## src/rtl/rs_enc_lfsr_pkg.sv

```systemverilog
// Shared GF(2^10) arithmetic and RS(128,116) code constants used by both encoder and decoder.
// The generator polynomial is derived here from the field definition so both sides agree by construction.
package rs_enc_lfsr_pkg;

    localparam int PREST = 10;
    localparam int N     = 128;
    localparam int K     = 116;
    localparam int T     = (N - K) / 2;
    localparam int NPAR  = 2 * T;

    localparam logic [PREST:0] PRIM_POL = 11'h409;

    typedef logic [PREST-1:0] gf_sym_t;
    typedef logic [NPAR-1:0][PREST-1:0] sym_vec_t;

    typedef enum logic {
        ST_DATA,
        ST_PARITY
    } enc_state_t;

    typedef struct packed {
        gf_sym_t dat;
        logic    par;
        logic    last;
    } out_beat_t;

    // Shift-and-add product, reducing by the primitive polynomial on every shift.
    function automatic gf_sym_t multgf(input gf_sym_t a, input gf_sym_t b);
        gf_sym_t p;
        p = '0;
        for (int i = PREST - 1; i >= 0; i--) begin
            if (p[PREST-1])
                p = {p[PREST-2:0], 1'b0} ^ PRIM_POL[PREST-1:0];
            else
                p = {p[PREST-2:0], 1'b0};
            if (b[i])
                p = p ^ a;
        end
        return p;
    endfunction

    // g(x) = prod_{i=1..2T} (x + alpha^i); the monic x^2T term is implicit.
    function automatic sym_vec_t gen_poly();
        logic [NPAR:0][PREST-1:0] g;
        gf_sym_t                  root;
        g    = '0;
        g[0] = gf_sym_t'(1);
        root = gf_sym_t'(1);
        for (int i = 1; i <= NPAR; i++) begin
            root = multgf(root, gf_sym_t'(2));
            for (int j = NPAR; j >= 1; j--)
                g[j] = g[j-1] ^ multgf(g[j], root);
            g[0] = multgf(g[0], root);
        end
        return g[NPAR-1:0];
    endfunction

    localparam sym_vec_t G = gen_poly();

endpackage

```

## src/rtl/rs_enc_out_reg.sv

```systemverilog
// One-deep valid/ready output stage carrying a codeword symbol and its parity/last flags.
// Loads while empty or draining, so a full-rate stream passes with one cycle of latency.
module rs_enc_out_reg
    import rs_enc_lfsr_pkg::*;
(
    input  logic             clk,
    input  logic             rst,
    input  logic             ld_vld,
    input  out_beat_t        ld_beat,
    input  logic             m_ready,
    output logic             m_valid,
    output logic [PREST-1:0] m_data,
    output logic             m_parity,
    output logic             m_last
);

    logic      vld_q, vld_d;
    out_beat_t beat_q, beat_d;

    always_comb begin
        vld_d  = vld_q;
        beat_d = beat_q;
        if (ld_vld) begin
            vld_d  = 1'b1;
            beat_d = ld_beat;
        end else if (m_ready) begin
            vld_d = 1'b0;
        end
    end

    always_ff @(posedge clk or posedge rst) begin
        if (rst) begin
            vld_q  <= 1'b0;
            beat_q <= '0;
        end else begin
            vld_q  <= vld_d;
            beat_q <= beat_d;
        end
    end

    assign m_valid  = vld_q;
    assign m_data   = beat_q.dat;
    assign m_parity = beat_q.par;
    assign m_last   = beat_q.last;

endmodule

```

## src/rtl/rs_enc_lfsr.sv

```systemverilog
// Systematic RS(128,116) encoder over GF(2^10): forwards 116 message symbols, then appends 12 LFSR parity symbols.
// One cycle input-to-output latency; input stalls during parity and whenever the output register is held.
module rs_enc_lfsr
    import rs_enc_lfsr_pkg::*;
(
    input  logic             clk,
    input  logic             rst,
    input  logic             s_valid,
    output logic             s_ready,
    input  logic [PREST-1:0] s_data,
    output logic             m_valid,
    input  logic             m_ready,
    output logic [PREST-1:0] m_data,
    output logic             m_parity,
    output logic             m_last
);

    localparam logic [6:0] DATA_LAST = 7'(K - 1);
    localparam logic [6:0] PAR_LAST  = 7'(NPAR - 1);

    enc_state_t state_q, state_d;
    logic [6:0] cnt_q, cnt_d;
    sym_vec_t   r_q, r_d;
    logic       out_free, in_fire, par_load, ld_vld;
    out_beat_t  ld_beat;
    gf_sym_t    fb;

    assign out_free = ~m_valid | m_ready;
    assign s_ready  = ~rst & (state_q == ST_DATA) & out_free;
    assign in_fire  = s_valid & s_ready;
    assign par_load = (state_q == ST_PARITY) & out_free;
    assign fb       = s_data ^ r_q[NPAR-1];

    // cnt_q indexes message symbols in DATA and parity symbols in PARITY.
    always_comb begin
        state_d = state_q;
        cnt_d   = cnt_q;
        r_d     = r_q;
        ld_vld  = 1'b0;
        ld_beat = '0;
        if (in_fire) begin
            ld_vld      = 1'b1;
            ld_beat.dat = s_data;
            r_d[0]      = multgf(fb, G[0]);
            for (int i = 1; i < NPAR; i++)
                r_d[i] = r_q[i-1] ^ multgf(fb, G[i]);
            if (cnt_q == DATA_LAST) begin
                state_d = ST_PARITY;
                cnt_d   = '0;
            end else begin
                cnt_d = cnt_q + 7'd1;
            end
        end else if (par_load) begin
            ld_vld       = 1'b1;
            ld_beat.dat  = r_q[NPAR-1];
            ld_beat.par  = 1'b1;
            ld_beat.last = (cnt_q == PAR_LAST);
            // Shifting zeros in leaves the LFSR clear for the next codeword.
            r_d[0] = '0;
            for (int i = 1; i < NPAR; i++)
                r_d[i] = r_q[i-1];
            if (cnt_q == PAR_LAST) begin
                state_d = ST_DATA;
                cnt_d   = '0;
            end else begin
                cnt_d = cnt_q + 7'd1;
            end
        end
    end

    always_ff @(posedge clk or posedge rst) begin
        if (rst) begin
            state_q <= ST_DATA;
            cnt_q   <= '0;
            r_q     <= '0;
        end else begin
            state_q <= state_d;
            cnt_q   <= cnt_d;
            r_q     <= r_d;
        end
    end

    rs_enc_out_reg u_out_reg (
        .clk      (clk),
        .rst      (rst),
        .ld_vld   (ld_vld),
        .ld_beat  (ld_beat),
        .m_ready  (m_ready),
        .m_valid  (m_valid),
        .m_data   (m_data),
        .m_parity (m_parity),
        .m_last   (m_last)
    );

endmodule

```

## config.mk

```make
export PLATFORM = sky130hd
export DESIGN_NAME = rs_enc_lfsr
export DESIGN_NICKNAME = d
export VERILOG_FILES = /design/src/rtl/rs_enc_lfsr_pkg.sv /design/src/rtl/rs_enc_out_reg.sv /design/src/rtl/rs_enc_lfsr.sv
export SDC_FILE = /design/constraint.sdc
export NUM_CORES = 1
export LEC_CHECK = 0
export BUFFER_PORTS_ARGS = -buffer_cell sky130_fd_sc_hd__clkbuf_2
export CORE_AREA = 5 5 156 158
export CTS_CLUSTER_DIAMETER = 40
export DETAILED_ROUTE_END_ITERATION = 7
export DIE_AREA = 0 0 161 163
export SYNTH_ARGS = -nofsm -noshare
export SYNTH_HDL_FRONTEND = slang
export SYNTH_SLANG_ARGS = --single-unit
```

## constraint.sdc

```tcl
create_clock -name clk -period 11.25 [get_ports clk]
set_input_delay 0.5625 -clock clk [delete_from_list [all_inputs] [get_ports clk]]
set_output_delay 0.5625 -clock clk [all_outputs]
set_load 0.01 [all_outputs]
```

# == Word-level counts from Yosys, hierarchy flattened ==
# Cells that the tools add are included.
# classes
addsub,1
n_eq_ne,3
mux,206
n_bitwise,131
n_reduce_logical,4
# ops
cell,count
10-bit 2-to-1 mux,112
10-bit bitwise XOR,45
4-bit 2-to-1 mux,78
120-bit 2-to-1 mux,2
2-bit inverter,78
7-bit 2-to-1 mux,4
12-bit 2-to-1 mux,1
1-bit 2-to-1 mux,8
"7-bit by 1-bit adder with 7-bit output, second input constant",1
"7-bit by 4-bit equality test with 1-bit output, second input constant",1
"7-bit equality test, second input constant",1
2-bit nonzero test,3
1-bit AND,4
1-bit inverter,3
3-bit AND reduction,1
2-bit 2-to-1 mux,1
"2-bit by 1-bit != test with 1-bit output, second input constant",1
1-bit OR,1
# totals
reg_bits,141
inputBits,14
out_inout_bits,14
elab_cells,363

# == Logic depth before layout (Yosys ltp) ==
# Gate-level depths: netlist (run 1).
# logic_depth
depth_word,48
ltp_mapped,8
ltp_nobuf,6

# == Cells and area by module ==
# A second synthesis (run 1) with hierarchy kept.
# hier_totals
hier_cells,837
hier_area_um2,8744.6
# by_module_without_submodules
mod,instances,cells_per_inst,area_each_um2,seq_area_each_um2
rs_enc_lfsr,1,808,8222.9,3203.1
rs_enc_out_reg,1,29,521.8,325.3

# == Worst setup path after synthesis (run 1) ==
# No wires, ideal clock.
# synth_path
path_kind,input-to-reg
start,in rst
end,reg r_q[55] in the netlist's numbering
setup_ps,74
arrival_ps,5557
required_time_ps,11176
slack_ps,5619
cell_stages,7
path_buffers,2
path_cell_list,inv_1 nand4b_1 nand2_1 clkbuf_1 buf_1 o22ai_1 nor2_1
# synth_via
elab_chain_len,5
word_cells_on_any_way,6
cone_classes,1 x mux; 4 x bitwise; 1 x reduce/logical
# synth_lines
item,line,source
from (decl),rs_enc_lfsr.sv:7,"input logic rst,"
1-bit inverter *,rs_enc_lfsr.sv:29,assign s_ready = ~rst & (state_q == ST_DATA) & out_free;
1-bit AND * (2 in a row),rs_enc_lfsr.sv:29,
1-bit AND *,rs_enc_lfsr.sv:30,assign in_fire = s_valid & s_ready;
120-bit 2-to-1 mux / 2-bit nonzero test (equally long branches),--,
to (signal assigned),rs_enc_lfsr.sv:79,r_q <= r_d;
to (decl),rs_enc_lfsr.sv:23,"sym_vec_t r_q, r_d;"
# Every way passes the cells marked *; elsewhere a longest branch is shown, timed or not.
# A chain may end at the register's enable or synchronous reset.

# == Worst setup path in the final report (run 1) ==
# layout_path
start,reg r_q[117] in the netlist's numbering
end,reg r_q[64] in the netlist's numbering
# layout_via
elab_chain_len,25
# layout_lines
item,line,source
10-bit bitwise XOR *,rs_enc_lfsr.sv:32,assign fb = s_data ^ r_q[NPAR-1];
10-bit bitwise XOR,rs_enc_lfsr_pkg.sv:37,p = p ^ a;
10-bit 2-to-1 mux (3 in a row),rs_enc_lfsr.sv:41,if (in_fire) begin
10-bit bitwise XOR,rs_enc_lfsr_pkg.sv:37,
10-bit 2-to-1 mux,rs_enc_lfsr.sv:41,
4-bit 2-to-1 mux,rs_enc_lfsr_pkg.sv:32,if (p[PREST-1])
10-bit 2-to-1 mux,rs_enc_lfsr.sv:41,
10-bit bitwise XOR *,rs_enc_lfsr_pkg.sv:37,
(+6 left out),--,
10-bit 2-to-1 mux *,rs_enc_lfsr.sv:41,
10-bit bitwise XOR *,rs_enc_lfsr_pkg.sv:37,
10-bit 2-to-1 mux *,rs_enc_lfsr.sv:41,
2-bit inverter (no line),--,
4-bit 2-to-1 mux *,rs_enc_lfsr_pkg.sv:32,
10-bit 2-to-1 mux * (2 in a row),rs_enc_lfsr.sv:41,
10-bit bitwise XOR *,rs_enc_lfsr.sv:46,"r_d[i] = r_q[i-1] ^ multgf(fb, G[i]);"
120-bit 2-to-1 mux *,rs_enc_lfsr.sv:41,
# Every way passes the cells marked *; elsewhere a longest branch is shown, timed or not. The select of a mux whose other input is x is not followed.

==> summary.txt, run 1 <==
Clock network
  – Post-cts resize count: 0
  – Post-CTS Hold Fix Bufs: 0
  – Clk root buf: sky130_fd_sc_hd__clkbuf_16
  – Clock insertion delay at the later pin of the skew report: 0.43 ns
  – Num CTS Buffers: 17
  – Setup repair bufs after CTS: 0
  – Clock tree from TritonCTS: done
  – Clock transition at the register clock pins on the worst setup and hold paths after CTS: 0.07 ns
  – Number of levels the H-tree was split into: 4
  – TritonCTS sink count: 141
  – Clock buffer depth: 2

Placement
  – Final RePlAce weighted congestion: 0.865
  – Port Buf Inserts: 27
  – Placed inst area: 9320 sq um
  – HPWL after DPL: 15700 microns

Timing
  – Transition time at the pin with the least slew margin: 1.18 ns
  – Unrepaired setup endpoints after global routing: no
  – Final critical path time including I/O delays and setup: 3.22 ns
  – Clk_skew: 0.0100 ns
  – Final-report setup violation count: 0
  – Fin Setup TNS: 0 ns
  – Final hold vios: 0
  – Number of pins exceeding their max-slew limit in the final report: 0
  – Achievable clock frequency: 311 MHz
  – Headroom to the max-slew limit: 20.9%
  – Share of the cycle needed by the critical path after routing: 28.6%

Logic synthesis
  – Sequential-to-total area share from yosys stat: 39.5%
  – Mapped Nets: 954
  – Post-synthesis average cell area: 9.50 sq um
  – Primary FF master, synth: sky130_fd_sc_hd__dfrtp_1
  – Netlist Area Pre-Place: 8920 sq um
  – Number of library cell types mapped by synthesis: 57
  – Cell types occupying the most area after synthesis: sky130_fd_sc_hd__dfrtp_1 40%, sky130_fd_sc_hd__xnor2_1 8.5%, sky130_fd_sc_hd__xnor3_1 6.8%, sky130_fd_sc_hd__nor2_1 5.2%, sky130_fd_sc_hd__xor2_1 4.1%
  – Count of mapped cells out of synthesis: 939
  – Largest area contributor in the synthesized netlist: sky130_fd_sc_hd__dfrtp_1
  – Yosys Warn Count: 0
  – Post-synthesis sequential element count: 141
  – Top cell type's share of synthesized area: 39.5%
  – Share of flip-flops with an asynchronous set or reset after synthesis: 100%
  – Count of flip-flops with a built-in enable after synthesis: 0

Global routing
  – Remaining global-route overflow: 0
  – Overall fraction of global-route tracks in use: 19.1%
  – Pin count of the biggest net entering global routing: 87
  – First-pass GRT wire length: 39200 microns
  – Vias in the first global route: 6613
  – Number of antenna violations at the first check in global routing: 0

Drt
  – Via count: 6974
  – Total Wirelength: 24600 microns
  – Number of nets still failing antenna checks after routing: 0
  – DRT iter0 DRCs: 685
  – Number of detailed-route iterations in the first pass: 5
  – WL/cell: 19.8 microns
  – Drt drc: 0
  – Drt via density: 5.62

Worst setup path
  – Worst Reg-to-Reg Cells: 6
  – Critical R2R Launch: r_q[117]
  – Worst reg2reg path endpoint: r_q[64]
  – Biggest fanout along the worst timing path: 13
  – Timing startpoint of the critical path: r_q[117]
  – Endpoint kind of the worst setup timing path: register
  – Start-to-end type of the worst setup path: register to register
  – Critical Path AT: 3.53 ns
  – R2R setup slack: 8.03 ns
  – Critical path required time: 11.57 ns
  – Worst setup SP type: register

Floorplan
  – Area of the placeable core: 23000 sq um
  – Initial core utilization: 38.8%
  – Number of top-level design ports: 28
  – Chip height: 163 microns
  – Die width: 161 microns
  – Floorplan row count: 56
  – Total die area: 26200 sq um

Cells and area
  – Number of nets in the layout: 954
  – Antenna diode count: 0
  – Final instance area: 9930 sq um
  – Fillcell total: 2215
  – Area growth from synthesis to final layout: 11.3%
  – Layout cell share with drive strength beyond 1: 11.3%

Outcome
  – Status: completed

Min path
  – Worst Hold Class: primary input to asynchronous set/reset pin

Flow run
  – Total of max-cap violations: 0
## kinds of logic after synthesis
family                   Yosys count  share of synthesized area (%)
flip-flops                       141                           39.5
multiplexers                       5                          0.575
buffers and inverters             81                           3.55
AO/OA/AOI/OAI                    253                           18.5
AND/OR/NAND/NOR                  279                           13.4
XOR/XNOR                         179                           24.3
adder cells (fa/ha/maj)            1                          0.140
## metrics by stage
| stage | util, % | hold slack, ns | setup WS [ns] | instances |
|---|---|---|---|---|
| after floorplan | - | 0.446 | 5.62 | 939 |
| after global placement | 40.5 | 0.459 | 7.74 | 1210 |
| after detailed placement | 40.5 | 0.463 | 7.72 | 1210 |
| after CTS | 43.2 | 0.342 | 8.07 | 1242 |
| after global routing | 43.2 | 0.376 | 7.88 | 1242 |
| final | 43.2 | 0.282 | 8.03 | 1242 |
## synth_stat cells (2+ instances only)
cell                       count
sky130_fd_sc_hd__xor2_2        3
sky130_fd_sc_hd__clkbuf_1     40
sky130_fd_sc_hd__mux2i_1       4
sky130_fd_sc_hd__a221oi_1      5
sky130_fd_sc_hd__xnor2_2      14
sky130_fd_sc_hd__o21a_1        5
sky130_fd_sc_hd__buf_1        11
sky130_fd_sc_hd__a211o_1      12
sky130_fd_sc_hd__o21ai_1       2
sky130_fd_sc_hd__nand2_1      75
sky130_fd_sc_hd__a22oi_1      10
sky130_fd_sc_hd__o211ai_1      5
sky130_fd_sc_hd__xor3_1        2
sky130_fd_sc_hd__nor4_1        2
sky130_fd_sc_hd__nor3_1       17
sky130_fd_sc_hd__dfrtp_1     141
sky130_fd_sc_hd__xnor2_1      87
sky130_fd_sc_hd__or3_1         3
sky130_fd_sc_hd__o22a_1        2
sky130_fd_sc_hd__and3_1        5
sky130_fd_sc_hd__nor2b_1       3
sky130_fd_sc_hd__nor4b_1       2
sky130_fd_sc_hd__o221a_2       5
sky130_fd_sc_hd__a211oi_1     28
sky130_fd_sc_hd__nand3_1      39
sky130_fd_sc_hd__o21ai_0      65
sky130_fd_sc_hd__and2_1        2
sky130_fd_sc_hd__xnor2_4       3
sky130_fd_sc_hd__a21o_1        2
sky130_fd_sc_hd__a31o_2        3
sky130_fd_sc_hd__nand2b_1      2
sky130_fd_sc_hd__nand4b_1      2
sky130_fd_sc_hd__a311oi_1      4
sky130_fd_sc_hd__inv_1        22
sky130_fd_sc_hd__a221o_1       4
sky130_fd_sc_hd__a22o_1        4
sky130_fd_sc_hd__buf_2         7
sky130_fd_sc_hd__xnor3_1      27
sky130_fd_sc_hd__a21boi_0      7
sky130_fd_sc_hd__a21oi_1      55
sky130_fd_sc_hd__a31oi_1       7
sky130_fd_sc_hd__nor2_1      123
sky130_fd_sc_hd__xor2_1       42
sky130_fd_sc_hd__o22ai_1      17
sky130_fd_sc_hd__o311ai_0      7
## metal layers
layer	global-route usage (%)	share of wire, %	wire length [microns]
met1	27.5	47	11600
met2	29.6	46	11300
met3	3.29	5.3	1310
met4	5.78	1.6	389
met5	0	0	0
## worst max-delay path by stage
| stage | depth (start not counted) | to |
|---|---|---|
| finish | 6 | r_q[64] |
| global route | 6 | r_q[64] |
| CTS | 6 | r_q[64] |
| detailed placement | 9 | r_q[117] |
| global placement | 9 | r_q[117] |
| floorplan | 7 | r_q[55] |
## sequential cells by signal, summed over array words and instances (netlist names)
signal / count
r_q: 120
u_out_reg.m_data: 10
cnt_q: 7
state_q: 1
u_out_reg.m_last: 1
u_out_reg.m_parity: 1
u_out_reg.m_valid: 1
## placed cells by master, fill, tap and decap left out, types with 4 or more instances in the layout
cell                         count
sky130_fd_sc_hd__a311oi_1        4
sky130_fd_sc_hd__and3_1          5
sky130_fd_sc_hd__a21boi_0        7
sky130_fd_sc_hd__o21a_1          5
sky130_fd_sc_hd__o211ai_1        5
sky130_fd_sc_hd__mux2i_1         4
sky130_fd_sc_hd__clkbuf_16      17
sky130_fd_sc_hd__a22o_1          4
sky130_fd_sc_hd__o22ai_1        17
sky130_fd_sc_hd__a31oi_1         7
sky130_fd_sc_hd__o21ai_0        65
sky130_fd_sc_hd__clkbuf_2       27
sky130_fd_sc_hd__a221oi_1        5
sky130_fd_sc_hd__clkinvlp_4      4
sky130_fd_sc_hd__a211oi_1       28
sky130_fd_sc_hd__nor3_1         17
sky130_fd_sc_hd__nor2_1        122
sky130_fd_sc_hd__inv_6           5
sky130_fd_sc_hd__a221o_1         4
sky130_fd_sc_hd__o221a_2         5
sky130_fd_sc_hd__a211o_1        12
sky130_fd_sc_hd__a21oi_1        55
sky130_fd_sc_hd__nand2_1        74
sky130_fd_sc_hd__xnor2_1        86
sky130_fd_sc_hd__buf_4          13
sky130_fd_sc_hd__xor2_1         42
sky130_fd_sc_hd__xnor3_1        27
sky130_fd_sc_hd__dfrtp_1       141
sky130_fd_sc_hd__inv_1          21
sky130_fd_sc_hd__o311ai_0        7
sky130_fd_sc_hd__nand3_1        39
sky130_fd_sc_hd__a22oi_1        10
sky130_fd_sc_hd__xnor2_2        15
## critical path: stages (launching register included)
cell                      delay [ns]
sky130_fd_sc_hd__dfrtp_1        0.51
sky130_fd_sc_hd__xnor2_2        0.88
sky130_fd_sc_hd__xnor2_1        0.43
sky130_fd_sc_hd__xnor3_1        0.51
sky130_fd_sc_hd__xnor3_1        0.37
sky130_fd_sc_hd__o21a_1         0.18
sky130_fd_sc_hd__o221a_2        0.23
## final cells by class
type	instances	area (sq um)	share of cell area, %
multi-input cells	717	5110	51.4
flip-flops and latches	141	3530	35.5
clock buffers	17	425	4.28
well taps	290	363	3.65
repair buffers	40	233	2.34
clock inverters	15	186	1.88
inverters	22	87.6	0.882
Power of run 1 is not shown: default switching activity piles up to over one toggle a cycle in this logic, so the estimate is an artifact.
==> run 2, diff against run 1 <==
==> constraint.sdc (replaced) <==
create_clock -name clk -period 2.6 [get_ports clk]
set_input_delay 0.13 -clock clk [delete_from_list [all_inputs] [get_ports clk]]
set_output_delay 0.13 -clock clk [all_outputs]
set_load 0.01 [all_outputs]
==> run 2 against run 1 <==
  * The flow now finishes with violations (hold timing)
  * Maximum frequency is 30% higher
  * Via count is 3.8% higher
  * Worst setup slack worse by 7.9 ns
  * Routed wire length is 2.2% higher
  * Flip-flop and latch count stayed put
  * Worst hold slack worse by 0.34 ns
  * First-iteration DRC count is 16% lower
  * Cell area is 5.6% higher
  * Non-clock buffer count is 51 higher
  * Sequential share of layout area is 1.9 points lower
  * Largest cell class unchanged
==> summary.txt, run 2 (same netlist as run 1, synthesis figures left out) <==
Timing
  – Final critical path time including I/O delays and setup: 2.48 ns (-0.738 ns)
  – Headroom to the max-slew limit: 40.0% (+19 points)
  – Transition time at the pin with the least slew margin: 0.894 ns (-0.284 ns)
  – Unrepaired setup endpoints after global routing: no
  – Number of pins exceeding their max-slew limit in the final report: 0 (unchanged)
  – Worst Setup Slack, final: 0.123 ns (-7.91 ns)
  – Final-report setup violation count: 0 (unchanged)
  – Achievable clock frequency: 404 MHz (+30%)
  – Worst hold margin: -0.0573 ns (-0.339 ns)
  – Fin Setup TNS: 0 ns (unchanged)
  – Share of the cycle needed by the critical path after routing: 95.3% (+67 points)
  – Clk_skew: 0.0158 ns (+0.00580 ns)
  – Final hold vios: 22 (+22)

Cells and area
  – Commonest cells after routing, fill and taps aside: 141 x sky130_fd_sc_hd__dfrtp_1, 122 x sky130_fd_sc_hd__nor2_1, 86 x sky130_fd_sc_hd__xnor2_1, 74 x sky130_fd_sc_hd__nand2_1, 61 x sky130_fd_sc_hd__o21ai_0
  – Antenna diode count: 0 (unchanged)
  – Number of nets in the layout: 1005 (+5.3%)
  – Fin cells: 1293 (+4.1%)
  – Layout cell share with drive strength beyond 1: 15.8% (+4.4 points)
  – Register name with the most flops: r_q
  – Area growth from synthesis to final layout: 17.5%
  – Most common library cell in the layout ignoring fill and taps: sky130_fd_sc_hd__dfrtp_1
  – Number of flip-flops in the largest register: 120 (unchanged)
  – Fillcell total: 2160 (-2.5%)

Clock network
  – Number of levels the H-tree was split into: 4 (unchanged)
  – Setup repair bufs after CTS: 0 (unchanged)
  – Clock buffer depth: 2 (unchanged)
  – Num CTS Buffers: 17 (unchanged)
  – TritonCTS sink count: 141 (unchanged)
  – Clock insertion delay at the later pin of the skew report: 0.43 ns (about the same)
  – Clock transition at the register clock pins on the worst setup and hold paths after CTS: 0.07 ns (about the same)
  – Clock tree from TritonCTS: done
  – Clk root buf: sky130_fd_sc_hd__clkbuf_16

Worst setup path
  – Critical Path AT: 2.79 ns (-0.74 ns)
  – Endpoint kind of the worst setup timing path: register
  – Slowest library cell on the worst path: sky130_fd_sc_hd__xnor3_1
  – Start-to-end type of the worst setup path: register to register
  – CP bufs+invs: 1 (+1)
  – Biggest fanout along the worst timing path: 10 (-3)
  – Peak per-stage delay on the critical path: 0.45 ns (-0.43 ns)
  – Critical R2R Launch: r_q[119]
  – Critical path required time: 2.92 ns (-8.65 ns)
  – Family with the most delay on the worst path: XOR/XNOR gates
  – R2R setup slack: 0.12 ns (-7.91 ns)
  – Worst setup SP type: register
  – Most used cell, CP: sky130_fd_sc_hd__xnor3_1
  – Worst Reg-to-Reg Cells: 7 (+1)
  – Critical path cell sequence: xnor2_2, buf_12, xnor3_1, xnor3_1, xnor2_1, o21ai_0, a221o_1
  – Worst reg2reg path endpoint: r_q[111]

Placement
  – Port Buf Inserts: 27 (unchanged)
  – Final RePlAce weighted congestion: 0.894 (+3.3%)
  – Pre-CTS setup slack: 0.0289 ns (-7.69 ns)
  – Placed Instances: 1259 (+4.0%)
  – HPWL after DPL: 16700 microns (+6.4%)

Drt
  – DRT iter0 DRCs: 572 (-16%)
  – Total Wirelength: 25200 microns (+2.2%)
  – WL/cell: 19.5 microns (-1.9%)
  – Number of nets still failing antenna checks after routing: 0 (unchanged)
  – Drt drc: 0 (unchanged)
  – Number of detailed-route iterations in the first pass: 5 (unchanged)
  – Via count: 7241 (+3.8%)
  – Drt via density: 5.60 (-0.27%)

Global routing
  – First-pass GRT wire length: 40500 microns (+3.2%)
  – Pin count of the biggest net entering global routing: 142 (+63%)
  – Vias in the first global route: 7128 (+7.8%)
  – Remaining global-route overflow: 0 (unchanged)
  – Number of antenna violations at the first check in global routing: 0 (unchanged)
  – Overall fraction of global-route tracks in use: 19.6% (+0.54 points)

Flow run
  – Total of max-cap violations: 0 (unchanged)

Floorplan
  – Die width: 161 microns (unchanged)
  – Number of top-level design ports: 28 (unchanged)
  – Floorplan row count: 56 (unchanged)
  – Area of the placeable core: 23000 sq um (unchanged)
  – Initial core utilization: 38.8% (unchanged)
  – Total die area: 26200 sq um (unchanged)
  – Chip height: 163 microns (unchanged)

Outcome
  – Status: finished, violations left
  – Violations in the final reports: hold timing

Min path
  – Worst Hold Class: primary input to asynchronous set/reset pin
-- run 2: cell count changes in the layout (fill, tap and decap cells not counted), sizes merged --
cell	before	now
clkinvlp	4	5
clkbuf	44	46
bufinv	3	4
inv	26	22
dlygate4sd3	0	2
buf	13	62
-- run 2: repair_timing --
item | in CTS | in global routing
endpoints found under the setup margin | 0 | 3
hold buffers | 2 | 0
hold endpoints to repair | 2 | 0
resized for setup | 0 | 2
-- run 2: through the flow --
stage                     util, %  cell area, sq um
after floorplan                 -              9050
after global placement       42.7              9810
after detailed placement     42.7              9810
after CTS                    45.5             10500
after global routing         45.6             10500
final                        45.6             10500
-- run 2: worst max path at each step --
stage	from	to	slack, ns	depth (start not counted)
after floorplan	rst	r_q[9]	-1.28	5
after global placement	r_q[111]	r_q[88]	0.03	6
after detailed placement	r_q[111]	r_q[88]	0.03	6
after CTS	r_q[111]	r_q[88]	0.02	6
after global routing	r_q[119]	r_q[111]	0.01	7
final	r_q[119]	r_q[111]	0.12	7
-- run 2: cell type report --
type | instances | area (sq um) | area share [%]
clock buffers | 19 | 443 | 4.22
repair buffers | 91 | 721 | 6.87
well taps | 290 | 363 | 3.46
flip-flops and latches | 141 | 3530 | 33.6
inverters | 22 | 86.3 | 0.823
multi-input cells | 717 | 5160 | 49.2
clock inverters | 13 | 190 | 1.81
-- run 2: per-layer routing --
layer	share of wire, %	routed length, microns	vias up	track usage, %
met4	2.2	550	0	6.32
li1	-	-	3415	-
met1	47	11800	3578	28.0
met2	46	11500	209	30.5
met5	0	0	-	0
met3	5.0	1260	39	3.59
-- run 2: worst register-to-register path: stages, from the launching register on --
cell and delay, ns:
sky130_fd_sc_hd__dfrtp_1 0.43, sky130_fd_sc_hd__xnor2_2 0.27, sky130_fd_sc_hd__buf_12 0.21, sky130_fd_sc_hd__xnor3_1 0.38
sky130_fd_sc_hd__xnor3_1 0.45, sky130_fd_sc_hd__xnor2_1 0.18, sky130_fd_sc_hd__o21ai_0 0.09, sky130_fd_sc_hd__a221o_1 0.35
Power of run 2 is left out for the same reason.
